`config.mk`:
```
export PLATFORM = sky130hd
export DESIGN_NAME = seq_div_64by32
export DESIGN_NICKNAME = d
export VERILOG_FILES = /design/src/rtl/seq_div_64by32.sv
export SDC_FILE = /design/constraint.sdc
export NUM_CORES = 1
export LEC_CHECK = 0
export BUFFER_PORTS_ARGS = -buffer_cell sky130_fd_sc_hd__buf_2
export CORE_ASPECT_RATIO = 1.75
export CORE_MARGIN = 2
export CORE_UTILIZATION = 55
export CTS_BUF_LIST = sky130_fd_sc_hd__clkbuf_4 sky130_fd_sc_hd__clkbuf_8
export CTS_CLUSTER_DIAMETER = 100
export DETAILED_ROUTE_END_ITERATION = 8
export PLACE_DENSITY = 0.77
export REMOVE_ABC_BUFFERS = 1
export SLEW_MARGIN = 5
export SYNTH_ARGS = -nofsm -noshare
export SYNTH_HDL_FRONTEND = slang
export SYNTH_SLANG_ARGS = --single-unit
```
`constraint.sdc`:
```
create_clock -name clk -period 5.6 [get_ports clk]
set_input_delay 0.28 -clock clk [delete_from_list [all_inputs] [get_ports clk]]
set_output_delay 0.28 -clock clk [all_outputs]
set_load 0.05 [all_outputs]
```
`src/rtl/seq_div_64by32.sv`:
```
// Iterative restoring divider: 64-bit dividend / 32-bit divisor, one quotient bit per clock.
// Optional macro SEQ_DIV_ZERO_FAST_EN adds a div_zero flag and a short path for a zero divisor.
module seq_div_64by32 #(
    parameter int QW = 64,
    parameter int DW = 32
) (
    input  logic          clk,
    input  logic          rst,
    input  logic          in_valid,
    output logic          in_ready,
    input  logic [QW-1:0] dividend,
    input  logic [DW-1:0] divisor,
    output logic          out_valid,
    input  logic          out_ready,
    output logic [QW-1:0] quotient,
    output logic [DW-1:0] remainder
`ifdef SEQ_DIV_ZERO_FAST_EN
    ,
    output logic          div_zero
`endif
);

    localparam int CW = $clog2(QW);
    localparam logic [CW-1:0] LAST_STEP = CW'(QW - 1);

    typedef enum logic [1:0] {
        IDLE,
        BUSY,
        DONE
    } state_t;

    state_t        r_state;
    logic [QW-1:0] r_q;
    logic [DW-1:0] r_d;
    logic [DW-1:0] r_r;
    logic [CW-1:0] r_cnt;
    logic          r_dz;
    logic [DW-1:0] r_lo;
    logic          r_in_ready;
    logic          r_out_valid;
    logic [QW-1:0] r_quot;
    logic [DW-1:0] r_rem;
`ifdef SEQ_DIV_ZERO_FAST_EN
    logic          r_div_zero;
`endif

    logic [DW:0]   w_t;
    logic [DW:0]   w_d_ext;
    logic          w_ge;
    logic [DW-1:0] w_diff;
    logic [DW-1:0] w_r_next;
    logic [QW-1:0] w_q_next;
    logic          w_dvs_zero;

    // A zero divisor is treated as 2^DW so the iteration stays well defined.
    assign w_t        = {r_r, r_q[QW-1]};
    assign w_d_ext    = r_dz ? {1'b1, {DW{1'b0}}} : {1'b0, r_d};
    assign w_ge       = (w_t >= w_d_ext);
    // The true difference is below 2^DW whenever T >= D, so DW bits suffice.
    assign w_diff     = w_t[DW-1:0] - w_d_ext[DW-1:0];
    assign w_r_next   = w_ge ? w_diff : w_t[DW-1:0];
    assign w_q_next   = {r_q[QW-2:0], w_ge};
    assign w_dvs_zero = (divisor == '0);

    always_ff @(posedge clk or negedge rst) begin
        if (!rst) begin
            r_state     <= IDLE;
            r_q         <= '0;
            r_d         <= '0;
            r_r         <= '0;
            r_cnt       <= '0;
            r_dz        <= 1'b0;
            r_lo        <= '0;
            r_in_ready  <= 1'b1;
            r_out_valid <= 1'b0;
            r_quot      <= '0;
            r_rem       <= '0;
`ifdef SEQ_DIV_ZERO_FAST_EN
            r_div_zero  <= 1'b0;
`endif
        end else begin
            case (r_state)
                IDLE: begin
                    if (in_valid) begin
                        r_q        <= dividend;
                        r_d        <= divisor;
                        r_dz       <= w_dvs_zero;
                        r_lo       <= dividend[DW-1:0];
                        r_r        <= '0;
                        r_cnt      <= '0;
                        r_in_ready <= 1'b0;
`ifdef SEQ_DIV_ZERO_FAST_EN
                        if (w_dvs_zero) begin
                            r_state    <= DONE;
                            r_quot     <= '1;
                            r_rem      <= dividend[DW-1:0];
                            r_div_zero <= 1'b1;
                        end else begin
                            r_state <= BUSY;
                        end
`else
                        r_state <= BUSY;
`endif
                    end
                end
                BUSY: begin
                    r_q   <= w_q_next;
                    r_r   <= w_r_next;
                    r_cnt <= r_cnt + 1'b1;
                    if (r_cnt == LAST_STEP) begin
                        r_state     <= DONE;
                        r_out_valid <= 1'b1;
                        r_quot      <= r_dz ? {QW{1'b1}} : w_q_next;
                        r_rem       <= r_dz ? r_lo : w_r_next;
                    end
                end
                DONE: begin
                    // The zero-divisor short path enters DONE with out_valid still low.
                    if (!r_out_valid) begin
                        r_out_valid <= 1'b1;
                    end else if (out_ready) begin
                        r_state     <= IDLE;
                        r_out_valid <= 1'b0;
                        r_in_ready  <= 1'b1;
`ifdef SEQ_DIV_ZERO_FAST_EN
                        r_div_zero  <= 1'b0;
`endif
                    end
                end
                default: begin
                    r_state     <= IDLE;
                    r_in_ready  <= 1'b1;
                    r_out_valid <= 1'b0;
                end
            endcase
        end
    end

    assign in_ready  = r_in_ready;
    assign out_valid = r_out_valid;
    assign quotient  = r_quot;
    assign remainder = r_rem;
`ifdef SEQ_DIV_ZERO_FAST_EN
    assign div_zero  = r_div_zero;
`endif

endmodule

```
Yosys cells after proc, flatten, opt, wreduce, memory -nomap -nowiden
Cells that the tools add are included.
{"block": "totals", "ff_bits": 267, "elab_cells": 55}
{"block": "classes", "n_addsub": 2, "n_lt_le_gt_ge": 1, "n_eq_ne": 7, "muxes": 23, "bitwise_logic": 2, "reduce_logical": 9}
{"operator": "$mux W64", "count": 2}
{"operator": "$pmux W64 S2", "count": 1}
{"operator": "$mux W32", "count": 3}
{"operator": "$pmux W32 S2", "count": 1}
{"operator": "$ge A33 B33 Y1", "count": 1}
{"operator": "$mux W33", "count": 1}
{"operator": "$logic_not A32 Y1", "count": 1}
{"operator": "$sub A32 B32 Y32", "count": 1}
{"operator": "$pmux W6 S2", "count": 1}
{"operator": "$mux W2", "count": 4}
{"operator": "$ne A2 B2 Y1 const B", "count": 4}
{"operator": "$reduce_and A2 Y1", "count": 4}
{"operator": "$reduce_and A4 Y1", "count": 2}
{"operator": "$add A6 B1 Y6 const B", "count": 1}
{"operator": "$eq A6 B6 Y1 const B", "count": 1}
{"operator": "$mux W1", "count": 6}
{"operator": "$mux W6", "count": 1}
{"operator": "$pmux W1 S3", "count": 2}
{"operator": "$pmux W2 S3", "count": 1}
{"operator": "$eq A2 B1 Y1 const B", "count": 1}
{"operator": "$eq A2 B2 Y1 const B", "count": 1}
{"operator": "$logic_not A2 Y1", "count": 1}
{"operator": "$not A1 Y1", "count": 2}
{"operator": "$reduce_bool A2 Y1", "count": 1}

Depth between registers and ports, before layout
Gate-level depths: netlist of the first run.
{"block": "depth", "ltp_word": 4, "depth_mapped": 16, "mapped_depth_nobuf": 12}

Worst setup path before layout of the first run
OpenSTA, ideal clock, no wires.
{"block": "synth_path", "path_kind": "reg2reg", "start": "reg r_dz", "end": "reg r_rem[28] (netlist: remainder[28])", "setup_ps": 78, "arrival_time_ps": 3169, "setup_slack_ps": 2353, "path_stages_with_launch": 16, "period_less_slack_ps": 3247, "cell_sequence": "dfrtp_1 inv_1 clkbuf_1 clkbuf_1 nand2_1 ha_1 buf_2 nand3_2 nor4_4 o211ai_2 nand4b_2 a21boi_4 o21a_1 buf_6 o41a_1 a21oi_1"}
{"block": "synth_via", "elab_chain_cells": 4, "elab_cells_between_ends": 5, "cone_classes": "add/sub (1); order compare (1); mux (3)"}
{"item": "from (decl)", "line_no": "37", "rtl": "logic r_dz;"}
{"item": "from (signal assigned)", "line_no": "87", "rtl": "r_dz <= w_dvs_zero;"}
{"item": "$mux W33", "line_no": "57", "rtl": "assign w_d_ext = r_dz ? {1'b1, {DW{1'b0}}} : {1'b0, r_d};"}
{"item": "$sub A32 B32 Y32 or $ge A33 B33 Y1 (tied branches)", "line_no": "60, 58"}
{"item": "$mux W32", "line_no": "61", "rtl": "assign w_r_next = w_ge ? w_diff : w_t[DW-1:0];"}
{"item": "$mux W32 (*)", "line_no": "114", "rtl": "r_rem <= r_dz ? r_lo : w_r_next;"}
{"item": "to (signal assigned)", "line_no": "114"}
{"item": "to (decl)", "line_no": "42", "rtl": "logic [DW-1:0] r_rem;"}
Mark *: on every way between the ends. The rest lies on a longest branch, timed or not.
A chain may end at the register's enable or synchronous reset.

Worst setup path in the final report of the first run
{"block": "layout_path", "start": "reg r_dz", "end": "reg r_rem[31] (netlist: remainder[31])"}
The elaborated chain is that of the path after synthesis.

==> results of run 1 <==
kinds of logic (layout without fill, tap and decap cells):
group	count (synthesis)	after routing	share of synthesized area
buffers and inverters	100	357	0.0307
DFF	267	267	0.502
xor gates and xnor gates	26	26	0.0171
muxes	150	150	0.119
adders and majority gates	38	38	0.0363
and+or+nand+nor	423	423	0.143
AOI/OAI and AO/OA	352	352	0.153
routing by layer:
layer  GRT usage  wire length (um)  share of wire
met2       0.464             17300           0.51
met4       0.121              1400          0.041
met3      0.0380              1400          0.041
met5           0                 0              0
met1       0.330             13800           0.41
critical path, delay by kind of cell (launching register included):
family / cells / cell delay (ns)
flip-flops: 1 / 0.47
AO/OA/AOI/OAI: 7 / 2.39
buffers and inverters: 1 / 0.45
adder cells (fa/ha/maj): 1 / 0.40
AND/OR/NAND/NOR: 2 / 0.40
sequential cells by signal, indices dropped and copies added (netlist names):
register / count
r_q: 64
out_valid: 1
r_lo: 32
r_r: 32
r_state: 2
in_ready: 1
r_dz: 1
quotient: 64
r_d: 32
r_cnt: 6
remainder: 32
worst min-delay path by stage:
stage                       startpoint           end  slack (ns)  cells past startpoint
after detailed placement           rst  quotient[36]        0.45                      1
final                     dividend[33]       r_q[33]        0.03                      3
after global placement             rst  quotient[38]        0.44                      1
after CTS                 dividend[59]       r_q[59]       0.003                      3
after floorplan                    rst     out_valid       -0.02                      0
after global routing        divisor[2]        r_d[2]        0.02                      2
through the flow:
step | setup TNS [ns] | hold WS, ns | instances | setup slack [ns] | cell area (sq um)
floorplan | -213.45 | -0.0156 | 1273 | -2.89 | 13000
global placement | 0 | 0.443 | 1788 | 1.47 | 14500
detailed placement | 0 | 0.447 | 1788 | 1.40 | 14500
CTS | 0 | 0.00256 | 1921 | 1.42 | 15900
global route | 0 | 0.0150 | 1921 | 1.10 | 15900
finish | 0 | 0.0292 | 1921 | 1.37 | 15900
power groups by stage:
stage / Sequential (uW) / Clock [uW] / Combinational [uW]
2_1_floorplan: 2820 / 0 / 2610
4_1_cts: 2900 / 1640 / 3340
3_3_place_gp: 2910 / 0 / 3210
6_report: 2910 / 1600 / 3360
5_1_grt: 2980 / 1710 / 3750
3_5_place_dp: 2930 / 0 / 3300
cells in the mapped netlist, types with 5 or more instances:
master,number,share of area
nand4_1,9,0.0042
o21ai_0,201,0.076
xor2_1,11,0.0072
nor4_1,10,0.0047
ha_1,37,0.035
and2_1,9,0.0042
inv_1,17,0.0048
o31ai_1,6,0.0034
nand2b_1,6,0.0028
o211ai_1,9,0.0051
nor2_1,86,0.024
clkbuf_1,65,0.018
mux2_2,65,0.055
nand3_1,13,0.0049
dfrtp_1,266,0.50
a31oi_1,5,0.0023
xnor2_1,15,0.0099
nand2_1,226,0.064
and3_1,31,0.015
nor3_1,9,0.0034
buf_2,5,0.0019
mux2i_1,85,0.064
a21o_1,12,0.0068
buf_1,7,0.0020
a21oi_1,66,0.025
o21a_1,8,0.0045
repair_timing:
action                    in CTS  in global routing
hold endpoints to repair     194                  0
resized for setup              0                  0
hold buffers                  67                  0
cell type report:
cell class | count | share of cell area
Clock buffer | 61 | 0.0472
Clock inverter | 5 | 0.00173
Inverter | 17 | 0.00400
Multi-Input combinational cell | 989 | 0.393
Sequential cell | 267 | 0.419
Tap cell | 308 | 0.0242
Timing Repair Buffer | 274 | 0.111
==> results by group, run 1 <==
Power
  • Combinational power share: 0.427
  • Net Sw Frac: 0.396
  • Overall Power: between 7000 and 8000 uW
  • Int Pwr: 4750 uW
  • Switching power: 3110 uW
  • Clock power frac: 0.203
  • Register share of total power: 0.370
  • VDD IR max: 0.268 mV
  • Pleak: between 0.007 and 0.008 uW
  • P per Cell Area: slightly below 500 mW/mm^2

Floorplanning
  • Core ar.: ~0.024 sq mm
  • Initial Util: 0.557
  • Die footprint: around 0.026 sq mm
  • # rows: 75
  • I/O Pins: 198
  • Die Ht: 210 um
  • Die width: 122 um

GRT
  • Remaining global-route overflow: 0
  • All-Layer GR Usage: 0.268
  • Vias in the first global route: approximately 11,000
  • First-pass GRT wire length: 54,900 um
  • Largest net degree at the start of global routing: 160
  • Number of antenna violations at the first check in global routing: 0

Critical path
  • CP endpoint kind: flop
  • Worst reg2reg path depth: 11
  • CP Launch Point: r_dz
  • Max FO, Critical Path: 22
  • Reg-to-reg endpoint: remainder[31]
  • Critical path cell sequence: inv_1, nand2_1, ha_1, a21oi_1, a21oi_1, a21oi_1, nand4b_2, a21boi_4, o21a_1, o31ai_1, a221o_1
  • CP Data Arrival Time: between 4 and 5 ns
  • Worst Setup EP: remainder[31]
  • Setup CP Type: reg -> reg
  • Most Frequent Cell on Critical Path: a21oi_1
  • Max incr delay on CP: around 0.75 ns
  • CP max-delay cell: o21a_1
  • Worst R2R Start: r_dz
  • FF-to-FF setup slack: roughly 1.4 ns
  • Element type at the critical path start: flop
  • Crit path required time: approximately 6.1 ns

Min path
  • Hold Path Class: in -> reg

Placement
  • Final Wtd Congestion: ~0.95
  • Port Buffers: 197
  • HPWL after DPL: 22,700 um

Detailed routing
  • 1st-iter DRT viols: ~550
  • DRT Wirelength: 33,900 um
  • WL/cell: between 15 and 20 um
  • Total number of vias: ~11,000
  • Drt pass-1 iters: 5
  • Routed Antenna Nets: 0
  • Vias/cell: about 5.7
  • Remaining DRCs: 0

Logic synthesis
  • FF+latch count, synth: between 200 and 300
  • Syn. warnings: 0
  • Mean Syn Cell Area: between 9 and 10 sq um
  • Ys flop type: dfrtp_1
  • Post-synthesis cell type count: 70
  • Post-synth EDFFs: 0
  • Sequential fraction of the synthesis area: 0.502
  • Post-Synthesis Cells: 1,356
  • Post-Syn Area: 0.0133 sq mm
  • Share of flip-flops with an asynchronous set or reset: 1.00

Final layout
  • Multi-input gate area: roughly 0.0063 sq mm
  • Register area: about 0.0067 sq mm
  • Layout cell share with drive strength beyond 1: 0.221
  • P&R area growth vs syn: 19.7%
  • Final core utilization: 0.666
  • # nets final: about 1,700
  • Most frequent cells in the layout: dfrtp_1 (265), nand2_1 (225), o21ai_0 (201)
  • Commonest non-fill, non-tap cell in the layout: dfrtp_1
  • Antenna diode count: 0
  • Filler cells: roughly 1,900

Clocking
  • CTS Buf Count: 38
  • Root Driver: clkbuf_8
  • CTS tree: yes
  • Clock sink total: approximately 270
  • Postcts setup bufs: 0
  • Deepest clock path buffer count: 3
  • CTS clock-pin slew for the worst setup and hold paths: around 0.07 ns
  • Worst-skew pair later-pin latency: between 0.5 and 0.6 ns
  • H-tree levels: 2

STA
  • RSZ-0062 raised after global routing: no
  • Peak Freq: 236 MHz
  • Minimum clock period: approximately 4.2 ns
  • Final Hold Viols: 0
  • Fin Clk Skew: approximately 0.029 ns
  • Final setup fails: 0
  • Max Slew Vio Count: 0
  • Relative slew slack: 0.253
  • Worst Tran Pin Value: 1.12 ns
  • Final period utilization: 0.755

Status
  • Status: complete, no violations

Job
  • Max-Cap Viols: 0
No activity file was read; power rests on OpenSTA's default activity.
==> inputs of run 2 (changes only) <==
--- a/config.mk
+++ b/config.mk
@@ -8,11 +8,11 @@
 export BUFFER_PORTS_ARGS = -buffer_cell sky130_fd_sc_hd__buf_2
 export CORE_ASPECT_RATIO = 1.75
 export CORE_MARGIN = 2
-export CORE_UTILIZATION = 55
+export CORE_UTILIZATION = 54
 export CTS_BUF_LIST = sky130_fd_sc_hd__clkbuf_4 sky130_fd_sc_hd__clkbuf_8
 export CTS_CLUSTER_DIAMETER = 100
 export DETAILED_ROUTE_END_ITERATION = 8
-export PLACE_DENSITY = 0.77
+export PLACE_DENSITY = 0.79
 export REMOVE_ABC_BUFFERS = 1
 export SLEW_MARGIN = 5
 export SYNTH_ARGS = -nofsm -noshare
==> constraint.sdc (replaced) <==
create_clock -name clk -period 3.55 [get_ports clk]
set_input_delay 0.1775 -clock clk [delete_from_list [all_inputs] [get_ports clk]]
set_output_delay 0.1775 -clock clk [all_outputs]
set_load 0.05 [all_outputs]
==> results by group, run 2 (synthesis results as in run 1) <==
Floorplanning
  • Die Ht: 212 um (+0.90%)
  • Die width: 123 um (+0.89%)
  • Die footprint: 0.0260 sq mm (+1.8%)
  • Core ar.: 0.0244 sq mm (+2.1%)
  • # rows: 76 (+1.3%)
  • Initial Util: 0.545 (-0.0116)
  • I/O Pins: 198 (unchanged)

GRT
  • First-pass GRT wire length: 58,300 um (+6.3%)
  • All-Layer GR Usage: 0.284 (+0.0155)
  • Remaining global-route overflow: 0 (unchanged)
  • Number of antenna violations at the first check in global routing: 1 (+1)
  • Largest net degree at the start of global routing: 116 (-28%)
  • Vias in the first global route: 11,700 (+6.2%)

Power
  • Clock power frac: 0.194 (-0.009)
  • Net Sw Frac: 0.390 (-0.00580)
  • Combinational power share: 0.453 (+0.026)
  • Register share of total power: 0.353 (-0.017)
  • Pleak: 0.00834 uW (+5.6%)
  • VDD IR max: 0.455 mV (+70%)
  • P per Cell Area: 775 mW/mm^2 (+57%)
  • Int Pwr: 7950 uW (+67%)
  • Switching power: 5090 uW (+63%)

Final layout
  • Layout cell share with drive strength beyond 1: 0.245 (+0.0240)
  • # nets final: 1,812 (+5.0%)
  • Fin cells: 2,014 (+4.8%)
  • Final Cell Area: 0.0168 sq mm (+5.6%)
  • Most frequent cells in the layout: dfrtp_1 (265), nand2_1 (225), o21ai_0 (199)
  • P&R area growth vs syn: 26.3%
  • Commonest non-fill, non-tap cell in the layout: dfrtp_1

Clocking
  • Worst-skew pair later-pin latency: 0.55 ns (-0.02 ns)
  • CTS clock-pin slew for the worst setup and hold paths: 0.07 ns (about the same)
  • Root Driver: clkbuf_8
  • CTS tree: yes
  • H-tree levels: 2 (unchanged)
  • Clock sink total: 267 (unchanged)
  • Deepest clock path buffer count: 3 (unchanged)
  • CTS Buf Count: 38 (unchanged)

Detailed routing
  • 1st-iter DRT viols: 707 (+28%)
  • Routed Antenna Nets: 0 (unchanged)
  • Met1 WL: 14,000 um (+1.5%)
  • Top sig layer: met4
  • WL met3: 1830 um (+31%)
  • Routed met2 length: 19,100 um (+10%)
  • Vias/cell: 5.72 (+1.2%)
  • Total number of vias: 11,500 (+6.1%)
  • Remaining DRCs: 0 (unchanged)
  • WL/cell: 18.4 um (+4.1%)
  • DRT Wirelength: 37,000 um (+9.2%)
  • Drt pass-1 iters: 5 (unchanged)

Placement
  • Port Buffers: 197 (unchanged)
  • DP Area: 0.0150 sq mm (+3.3%)
  • HPWL after DPL: 25,300 um (+11%)
  • Final Wtd Congestion: 0.966 (+1.4%)
  • Inst Count DP: 1,846 (+3.2%)

STA
  • Peak Freq: 297 MHz (+25%)
  • Fin Clk Skew: 0.0188 ns (-0.00994 ns)
  • Worst Tran Pin Value: 1.12 ns (-0.00256 ns)
  • RSZ-0062 raised after global routing: no
  • Final Hold Viols: 0 (unchanged)
  • Final setup fails: 0 (unchanged)
  • Final period utilization: 0.950 (+0.195)
  • Max Slew Vio Count: 0 (unchanged)
  • Minimum clock period: 3.37 ns (-0.856 ns)
  • TNS Setup: 0 ns (unchanged)
  • Minimum hold slack: 0.0568 ns (+0.0277 ns)
  • Relative slew slack: 0.255 (+0.00171)

Critical path
  • CP Data Arrival Time: 3.81 ns (-0.86 ns)
  • Crit path required time: 3.99 ns (-2.06 ns)
  • Element type at the critical path start: flop
  • FF-to-FF setup slack: 0.18 ns (-1.19 ns)
  • Max FO, Critical Path: 18 (-18%)
  • Delay-heaviest family, CP: simple AND/OR/NAND/NOR gates
  • Worst reg2reg path depth: 14 (+3)
  • Setup CP Type: reg -> reg
  • CP max-delay cell: dfrtp_4
  • Worst Setup EP: remainder[23]
  • CP endpoint kind: flop
  • Max incr delay on CP: 0.50 ns (-0.25 ns)
  • Critical path cell sequence: clkinvlp_4, buf_12, nand2_1, ha_4, nand2_1, nor4_4, o211ai_2, nand4b_4, a21boi_4, o21a_2, buf_4, buf_4, a41o_1, or3b_1
  • Worst path bufs/invs: 4 (+3)
  • Reg-to-reg endpoint: remainder[23]
  • Worst R2R Start: r_dz
  • CP Launch Point: r_dz
  • Crit path depth: 14 (+3)

Min path
  • Hold Path Class: in -> reg

Status
  • Status: complete, no violations

Job
  • Max-Cap Viols: 0 (unchanged)
[run 2: cell count changes in the layout (fill, tap and decap cells not counted), moves of 2 or more]
cell,previous run,this run
buf_4,8,56
buf_12,2,8
clkbuf_4,14,12
diode_2,0,2
o21ai_0,201,199
o21ai_1,2,4
dlygate4sd3_1,67,98
clkbuf_8,47,49
ha_1,36,34
[run 2: timing repair]
action / 4_1_cts / 5_1_grt
endpoints found under the setup margin: 0 / 38
hold buffers: 98 / 0
resized for setup: 0 / 10
setup buffers: 0 / 1
endpoints found under the hold margin: 242 / 0
[run 2: worst min path at each step]
stage | startpoint | to | slack [ns] | depth (start not counted)
global placement | rst | quotient[36] | 0.32 | 1
detailed placement | rst | quotient[36] | 0.33 | 1
global route | out_ready | in_ready | 0.06 | 4
finish | out_ready | in_ready | 0.06 | 4
floorplan | rst | out_valid | -0.12 | 0
CTS | out_ready | in_ready | 0.02 | 4
[run 2: power by group through the flow]
| stage | logic, uW | registers [uW] | clock network [uW] |
|---|---|---|---|
| detailed placement | 5830 | 4640 | 0 |
| finish | 5900 | 4610 | 2530 |
| CTS | 5930 | 4590 | 2570 |
| floorplan | 4110 | 4450 | 0 |
| global route | 6500 | 4700 | 2720 |
| global placement | 5670 | 4600 | 0 |
[run 2: per-layer routing]
layer,global-route usage,vias to the layer above
li1,-,5404
met1,0.331,5605
met2,0.499,392
met3,0.0356,119
met4,0.151,0
met5,0,-
[run 2: layout make-up]
type | count | area (sq um)
diodes | 2 | 5.00
clock buffers | 61 | 764
clock inverters | 5 | 31.3
fillers | 1856 | 7610
inverters | 17 | 67.6
multi-input cells | 989 | 6280
flip-flops and latches | 267 | 6690
well taps | 312 | 390
repair buffers | 361 | 2600
[run 2: stage by stage]
stage	power [uW]	setup slack (ns)	utilization
3_3_place_gp	10300	0.152	0.612
2_1_floorplan	8560	-4.94	-
5_1_grt	13900	0.0218	0.688
6_report	13000	0.178	0.689
3_5_place_dp	10500	0.0596	0.612
4_1_cts	13100	0.0400	0.685
[run 2: worst register-to-register path: stages (launching register included)]
cell        delay [ns]
dfrtp_4           0.50
clkinvlp_4        0.13
buf_12            0.16
nand2_1           0.12
ha_4              0.32
nand2_1           0.13
nor4_4            0.32
o211ai_2          0.18
nand4b_4          0.16
a21boi_4          0.08
o21a_2            0.26
buf_4             0.16
buf_4             0.17
a41o_1            0.22
or3b_1            0.36
